### src/rtl/turf_wb_bridge_pkg.sv
// ----------------------------------------------------------------------------
// turf_wb_bridge_pkg
//   Shared definitions for the TURF command-stream to WISHBONE bridge:
//   FSM state encoding, bus completion status codes, command header layout,
//   the read-failure fill word and the response header packing helper.
// ----------------------------------------------------------------------------
package turf_wb_bridge_pkg;

    typedef enum logic [2:0] {
        ST_IDLE     = 3'd0,
        ST_GET_DATA = 3'd1,
        ST_BUS      = 3'd2,
        ST_RSP_HDR  = 3'd3,
        ST_RSP_DATA = 3'd4
    } bridge_state_t;

    typedef enum logic [1:0] {
        STATUS_OK      = 2'b00,
        STATUS_ERR     = 2'b01,
        STATUS_RTY     = 2'b10,
        STATUS_TIMEOUT = 2'b11
    } wb_status_t;

    // Command header: [31] write enable, [30:28] ignored, [27:0] address.
    localparam int unsigned HDR_WE_BIT    = 31;
    localparam int unsigned HDR_ADR_WIDTH = 28;

    // Second response word for any read that did not complete with ack.
    localparam logic [31:0] READ_FAIL_FILL = 32'hFFFF_FFFF;

    // Response word 0: {we, 1'b0, status[1:0], adr[27:0]}
    function automatic logic [31:0] pack_rsp_header(
        input logic                     we,
        input wb_status_t               status,
        input logic [HDR_ADR_WIDTH-1:0] adr
    );
        return {we, 1'b0, status, adr};
    endfunction

endpackage

### src/rtl/turf_wb_cmd_bridge.sv
// ----------------------------------------------------------------------------
// turf_wb_cmd_bridge
//   WISHBONE master for the TURF local interconnect. Consumes a 32-bit
//   command stream (header word, plus one data word for writes), runs one
//   classic single WISHBONE cycle per command and returns a two-word
//   response (header with status, then read data / write echo). A watchdog
//   terminates any bus cycle that no slave answers within TIMEOUT_CYCLES.
//
// Ports
//   clk_i, rst_i              clock, synchronous active-high reset
//   s_cmd_tdata/tvalid/tready command stream in
//   m_rsp_tdata/tvalid/tready/tlast  response stream out (tlast on word 1)
//   wb_cyc_o, wb_stb_o, wb_we_o, wb_adr_o, wb_dat_o, wb_sel_o  bus master out
//   wb_dat_i, wb_ack_i, wb_err_i, wb_rty_i                    bus slave in
// ----------------------------------------------------------------------------
module turf_wb_cmd_bridge
    import turf_wb_bridge_pkg::*;
#(
    parameter int unsigned ADDR_WIDTH     = 28,
    parameter int unsigned DATA_WIDTH     = 32,
    parameter int unsigned TIMEOUT_CYCLES = 1023
) (
    input  logic                    clk_i,
    input  logic                    rst_i,

    input  logic [DATA_WIDTH-1:0]   s_cmd_tdata,
    input  logic                    s_cmd_tvalid,
    output logic                    s_cmd_tready,

    output logic [DATA_WIDTH-1:0]   m_rsp_tdata,
    output logic                    m_rsp_tvalid,
    input  logic                    m_rsp_tready,
    output logic                    m_rsp_tlast,

    output logic                    wb_cyc_o,
    output logic                    wb_stb_o,
    output logic                    wb_we_o,
    output logic [ADDR_WIDTH-1:0]   wb_adr_o,
    output logic [DATA_WIDTH-1:0]   wb_dat_o,
    output logic [DATA_WIDTH/8-1:0] wb_sel_o,
    input  logic [DATA_WIDTH-1:0]   wb_dat_i,
    input  logic                    wb_ack_i,
    input  logic                    wb_err_i,
    input  logic                    wb_rty_i
);

    localparam int unsigned CNT_W = $clog2(TIMEOUT_CYCLES + 1);

    bridge_state_t              state;
    logic [CNT_W-1:0]           timeout_cnt;
    logic [DATA_WIDTH-1:0]      rsp_word1_q;

    logic                       cmd_beat;
    logic                       bus_done;
    wb_status_t                 bus_status;
    logic [DATA_WIDTH-1:0]      rsp_word0;
    logic [DATA_WIDTH-1:0]      rsp_word1;
    logic [HDR_ADR_WIDTH-1:0]   adr_field;

    // Header bits between the address field and the we bit carry no meaning.
    logic                       unused_hdr_bits;
    assign unused_hdr_bits = ^s_cmd_tdata[DATA_WIDTH-2:ADDR_WIDTH];

    assign cmd_beat = s_cmd_tvalid && s_cmd_tready;

    // Bus termination decode; only acted upon in ST_BUS, so strobes seen in
    // any other state are ignored. Priority: err > rty > ack > timeout.
    always_comb begin
        bus_done   = 1'b0;
        bus_status = STATUS_OK;
        if (wb_err_i) begin
            bus_done   = 1'b1;
            bus_status = STATUS_ERR;
        end else if (wb_rty_i) begin
            bus_done   = 1'b1;
            bus_status = STATUS_RTY;
        end else if (wb_ack_i) begin
            bus_done   = 1'b1;
            bus_status = STATUS_OK;
        end else if (timeout_cnt == CNT_W'(TIMEOUT_CYCLES)) begin
            bus_done   = 1'b1;
            bus_status = STATUS_TIMEOUT;
        end
    end

    always_comb begin
        adr_field = HDR_ADR_WIDTH'(wb_adr_o);
        rsp_word0 = DATA_WIDTH'(pack_rsp_header(wb_we_o, bus_status, adr_field));
        if (wb_we_o) begin
            rsp_word1 = wb_dat_o;
        end else if (bus_status == STATUS_OK) begin
            rsp_word1 = wb_dat_i;
        end else begin
            rsp_word1 = DATA_WIDTH'(READ_FAIL_FILL);
        end
    end

    always_ff @(posedge clk_i) begin
        if (rst_i) begin
            state        <= ST_IDLE;
            timeout_cnt  <= '0;
            rsp_word1_q  <= '0;
            s_cmd_tready <= 1'b0;
            m_rsp_tdata  <= '0;
            m_rsp_tvalid <= 1'b0;
            m_rsp_tlast  <= 1'b0;
            wb_cyc_o     <= 1'b0;
            wb_stb_o     <= 1'b0;
            wb_we_o      <= 1'b0;
            wb_adr_o     <= '0;
            wb_dat_o     <= '0;
            wb_sel_o     <= '1;
        end else begin
            wb_sel_o <= '1;
            case (state)
                ST_IDLE: begin
                    if (cmd_beat) begin
                        wb_we_o  <= s_cmd_tdata[HDR_WE_BIT];
                        wb_adr_o <= s_cmd_tdata[ADDR_WIDTH-1:0];
                        wb_dat_o <= '0;
                        if (s_cmd_tdata[HDR_WE_BIT]) begin
                            // stay ready for the write data beat
                            state        <= ST_GET_DATA;
                            s_cmd_tready <= 1'b1;
                        end else begin
                            state        <= ST_BUS;
                            s_cmd_tready <= 1'b0;
                            wb_cyc_o     <= 1'b1;
                            wb_stb_o     <= 1'b1;
                            timeout_cnt  <= '0;
                        end
                    end else begin
                        s_cmd_tready <= 1'b1;
                    end
                end

                ST_GET_DATA: begin
                    if (cmd_beat) begin
                        wb_dat_o     <= s_cmd_tdata;
                        s_cmd_tready <= 1'b0;
                        wb_cyc_o     <= 1'b1;
                        wb_stb_o     <= 1'b1;
                        timeout_cnt  <= '0;
                        state        <= ST_BUS;
                    end
                end

                ST_BUS: begin
                    if (bus_done) begin
                        wb_cyc_o     <= 1'b0;
                        wb_stb_o     <= 1'b0;
                        m_rsp_tdata  <= rsp_word0;
                        m_rsp_tvalid <= 1'b1;
                        m_rsp_tlast  <= 1'b0;
                        rsp_word1_q  <= rsp_word1;
                        state        <= ST_RSP_HDR;
                    end else begin
                        timeout_cnt <= timeout_cnt + CNT_W'(1);
                    end
                end

                ST_RSP_HDR: begin
                    if (m_rsp_tready) begin
                        m_rsp_tdata <= rsp_word1_q;
                        m_rsp_tlast <= 1'b1;
                        state       <= ST_RSP_DATA;
                    end
                end

                ST_RSP_DATA: begin
                    if (m_rsp_tready) begin
                        m_rsp_tdata  <= '0;
                        m_rsp_tvalid <= 1'b0;
                        m_rsp_tlast  <= 1'b0;
                        s_cmd_tready <= 1'b1;
                        state        <= ST_IDLE;
                    end
                end

                default: begin
                    state <= ST_IDLE;
                end
            endcase
        end
    end

endmodule

### config.mk
export PLATFORM = sky130hd
export DESIGN_NAME = turf_wb_cmd_bridge
export DESIGN_NICKNAME = d
export VERILOG_FILES = /design/src/rtl/turf_wb_bridge_pkg.sv /design/src/rtl/turf_wb_cmd_bridge.sv
export SDC_FILE = /design/constraint.sdc
export NUM_CORES = 1
export LEC_CHECK = 0
export CAP_MARGIN = 20
export CORE_MARGIN = 2
export CORE_UTILIZATION = 49
export CTS_BUF_LIST = sky130_fd_sc_hd__clkbuf_8
export CTS_CLUSTER_SIZE = 40
export DETAILED_ROUTE_END_ITERATION = 12
export GPL_ROUTABILITY_DRIVEN = 0
export PLACE_DENSITY = 0.83
export SYNTH_ARGS = -nofsm -noshare
export SYNTH_HDL_FRONTEND = slang
export SYNTH_SLANG_ARGS = --single-unit
### constraint.sdc
create_clock -name clk_i -period 2.55 [get_ports clk_i]
set_input_delay 0.6375 -clock clk_i [delete_from_list [all_inputs] [get_ports clk_i]]
set_output_delay 0.6375 -clock clk_i [all_outputs]
set_load 0.01 [all_outputs]
==> results.sh, run 1 <==
export IMPL_grt_pass1_vias=5823
export IMPL_ant_nets=0
export IMPL_drt_wl_total_um=17700
export IMPL_grt_pass1_wl_um=27900
export IMPL_pre_cts_ws_ns=0.0108
export IMPL_layout_nets=922
export IMPL_path_cells="ha_1 -> nand3_1 -> or3_4 -> a21oi_2 -> buf_4 -> nand2b_1 -> buf_4 -> o21ai_0"
export IMPL_portBuffers=168
export IMPL_fin_cells=1003
export IMPL_core_um2=11500
export IMPL_worstHoldEndpoint="rsp_word1_q[22]$_SDFFE_PP0P_"
export IMPL_drt_pass1_iterations=5
export IMPL_leakage_uw=0.00271
export IMPL_grt_max_degree=55
export IMPL_start_kind="register"
export IMPL_ys_top_cells_by_count="dfxtp_1 (142), nand2_1 (128), a21oi_1 (79)"
export IMPL_min_period_ns=2.31
export IMPL_hold_start="rsp_word1_q[22]$_SDFFE_PP0P_"
export IMPL_drive_above_1_share_pct=10.9
export IMPL_design_die_area_um2=12700
export IMPL_yosysSeqAreaShare_pct=49.0
export IMPL_synth_fa_ha_area_share_pct=0.216
export IMPL_crit_family="simple AND/OR/NAND/NOR gates"
export IMPL_detail_route_wl_per_cell_um=17.6
export IMPL_regArea_um2=2840
export IMPL_synth_top_area_share_pct=49.0
export IMPL_setup_slack_ns=0.239
export IMPL_n_antenna_cell=0
export IMPL_cp_common_cell="buf_4"
export IMPL_routed_top_layer="met4"
export IMPL_dp_cells=974
export IMPL_die_height_um=113
export IMPL_synth_compound_area_share_pct=25.6
export IMPL_synth_edf_count=0
export IMPL_report_final_slew_viol_count=0
export IMPL_synth_simple_area_share_pct=19.1
export IMPL_p_per_area_nw_per_um2=638
export IMPL_synth_cell_type_count=46
export IMPL_crit_buf_inv=2
export IMPL_dr_wl_met2_um=8850
export IMPL_fin_crit_sh_pct=90.6
export IMPL_clk_latency_ns=0.44
export IMPL_synth_area_um2=5800
export IMPL_syn_inst=691
export IMPL_synth_area_leader_cell="dfxtp_1"
export IMPL_num_vias=5839
export IMPL_min_delay_path_class="reg2reg"
export IMPL_status="complete, no violations"
export IMPL_fill_cells=882
export IMPL_crit_start="timeout_cnt[0]$_SDFFE_PP0P_"
export IMPL_synth_most_common_cell="dfxtp_1"
export IMPL_grt_overflow_total=0
export IMPL_slowest_delay_ns=0.40
export IMPL_dp_hpwl_um=12100
export IMPL_antenna_found_initial=0
export IMPL_synth_ff_type="dfxtp_1"
export IMPL_endpoint_kind="register"
export IMPL_fmax_mhz=433
export IMPL_finalHoldViolations=0
export IMPL_r2r_end="rsp_word1_q[20]$_SDFFE_PP0P_"
export IMPL_synth_top_family_by_area="compound AO/OA/AOI/OAI gates"
export IMPL_post_cts_resized=0
export IMPL_numCtsBuffers=17
export IMPL_cts_setup_buffers=0
export IMPL_wl_met3_um=1400
export IMPL_syn_area_per_cell_um2=8.40
export IMPL_crit_slowest_cell="dfxtp_1"
export IMPL_cts_tree="built"
export IMPL_r2r_start="timeout_cnt[0]$_SDFFE_PP0P_"
export IMPL_io_pins=173
export IMPL_netlist_top_cells_area="dfxtp_1 (49%), nand2_1 (8.3%), a21oi_1 (6.8%)"
export IMPL_start_util_pct=50.6
export IMPL_crit_type="reg2reg"
export IMPL_drv_cap=0
export IMPL_synthMuxAreaShare_pct=0.345
export IMPL_tns_ns=0
export IMPL_syn_to_final_growth_pct=39.1
export IMPL_arrival_ns=2.66
export IMPL_detail_route_vias_per_cell=5.82
export IMPL_multiInputGateArea_um2=2680
export IMPL_synth_seq_cells=142
export IMPL_setup_violations=0
export IMPL_cts_path_max_buffers=2
export IMPL_async_flop_share_pct=0
export IMPL_die_w_um=113
export IMPL_grt_usage_pct=27.3
export IMPL_synth_xor_area_share_pct=0.151
export IMPL_worstPathRequired_ns=2.89
export IMPL_rsz0062_at_grt="false"
export IMPL_yosys_warnings=0
export IMPL_path_clk_slew_ns=0.08
export IMPL_drc=0
export IMPL_cts_hold_buf=0
export IMPL_clock_sinks=142
export IMPL_path_max_fanout=15
export IMPL_worstHoldPathCells=2
export IMPL_cts_root_buf="clkbuf_8"
export IMPL_peakVddDrop_v=0.000427
export IMPL_r2r_slack_ns=0.24
export IMPL_rr_worst_depth=8
export IMPL_drtIter0Drc=419
export IMPL_clock_skew_ns=0.0112
export IMPL_wl_met1_um=6770
export IMPL_worst_pin_slew_ns=0.653
export IMPL_relSlewSlack_pct=56.1
export IMPL_rows=39
export IMPL_cts_max_level=4
-- per-stage QoR --
| step | utilization [%] | hold WS (ns) | cell area (um^2) | total power (uW) |
|---|---|---|---|---|
| 6_report | 70.4 | 0.459 | 8070 | 5150 |
| 2_1_floorplan | - | 0.425 | 5810 | 2920 |
| 4_1_cts | 70.3 | 0.452 | 8070 | 5160 |
| 3_5_place_dp | 66.9 | 0.442 | 7670 | 3380 |
| 5_1_grt | 70.4 | 0.473 | 8070 | 5330 |
| 3_3_place_gp | 66.9 | 0.435 | 7670 | 3350 |
-- layout make-up --
type                            instances  area share (%)
Clock inverter                         11            1.80
Multi-Input combinational cell        485            33.2
Sequential cell                       142            35.2
Clock buffer                           18            3.07
Timing Repair Buffer                  201            24.3
Tap cell                              143            2.22
Inverter                                3           0.139
-- placed cells by master, fill, tap and decap left out, types with 10 or more instances in the layout --
| cell type | count |
|---|---|
| o21ai_1 | 15 |
| a21oi_1 | 78 |
| a211oi_1 | 13 |
| nor2_1 | 42 |
| a211oi_2 | 20 |
| nand2b_1 | 10 |
| clkdlybuf4s50_1 | 167 |
| o22ai_1 | 34 |
| a22oi_1 | 29 |
| o21ai_0 | 29 |
| dfxtp_1 | 141 |
| clkbuf_8 | 18 |
| nand2_1 | 128 |
| nand3_1 | 37 |
| buf_4 | 31 |
-- worst max-delay path by stage --
| stage | endpoint | slack (ns) | depth (start not counted) |
|---|---|---|---|
| detailed placement | rsp_word1_q[14]$_SDFFE_PP0P_ | 0.01 | 6 |
| CTS | rsp_word1_q[16]$_SDFFE_PP0P_ | 0.14 | 7 |
| global placement | rsp_word1_q[14]$_SDFFE_PP0P_ | 0.06 | 6 |
| floorplan | timeout_cnt[6]$_SDFFE_PP0P_ | 0.55 | 5 |
| global route | rsp_word1_q[18]$_SDFFE_PP0P_ | 0.09 | 8 |
| finish | rsp_word1_q[20]$_SDFFE_PP0P_ | 0.24 | 8 |
-- layer usage --
layer | track usage (%) | vias to the layer above
li1 | - | 2759
met1 | 30.5 | 2740
met2 | 47.9 | 286
met3 | 6.64 | 54
met4 | 14.5 | 0
met5 | 0 | -
-- flip-flops by register name (all words and copies together) (netlist names) --
name / flops
wb_dat_o: 32
state: 3
rsp_word1_q: 32
wb_we_o: 1
m_rsp_tvalid: 1
wb_adr_o: 28
m_rsp_tlast: 1
s_cmd_tready: 1
wb_stb_o: 1
timeout_cnt: 10
m_rsp_tdata: 32
-- cell families after synthesis --
group,Yosys count
other cells,1
flops,142
buf+inv,67
fa+ha+maj,1
compound gates,230
simple gates,247
xor+xnor,1
mux,2
-- tightest hold or removal path: cells and delay by family (launching register included) --
family             cells  cell delay, ns
and+or+nand+nor        1            0.05
DFF                    1            0.32
AOI/OAI and AO/OA      1            0.05
-- power by group --
group | internal (uW) | leakage, uW | switching [uW] | total, uW
clock network | 973 | 0.000186 | 839 | 1810
logic | 431 | 0.00137 | 468 | 899
registers | 2350 | 0.00115 | 97.7 | 2440
total | 3750 | 0.00271 | 1400 | 5150
Note: power is estimated with default switching activity, not from simulation.
==> inputs of run 2 (changes only) <==
- SKIP_CTS_REPAIR_TIMING: default -> 1
- SLEW_MARGIN: default -> 40
==> results of run 2 <==
Same layout as run 1: the final DEF is identical, and so are final timing and power.
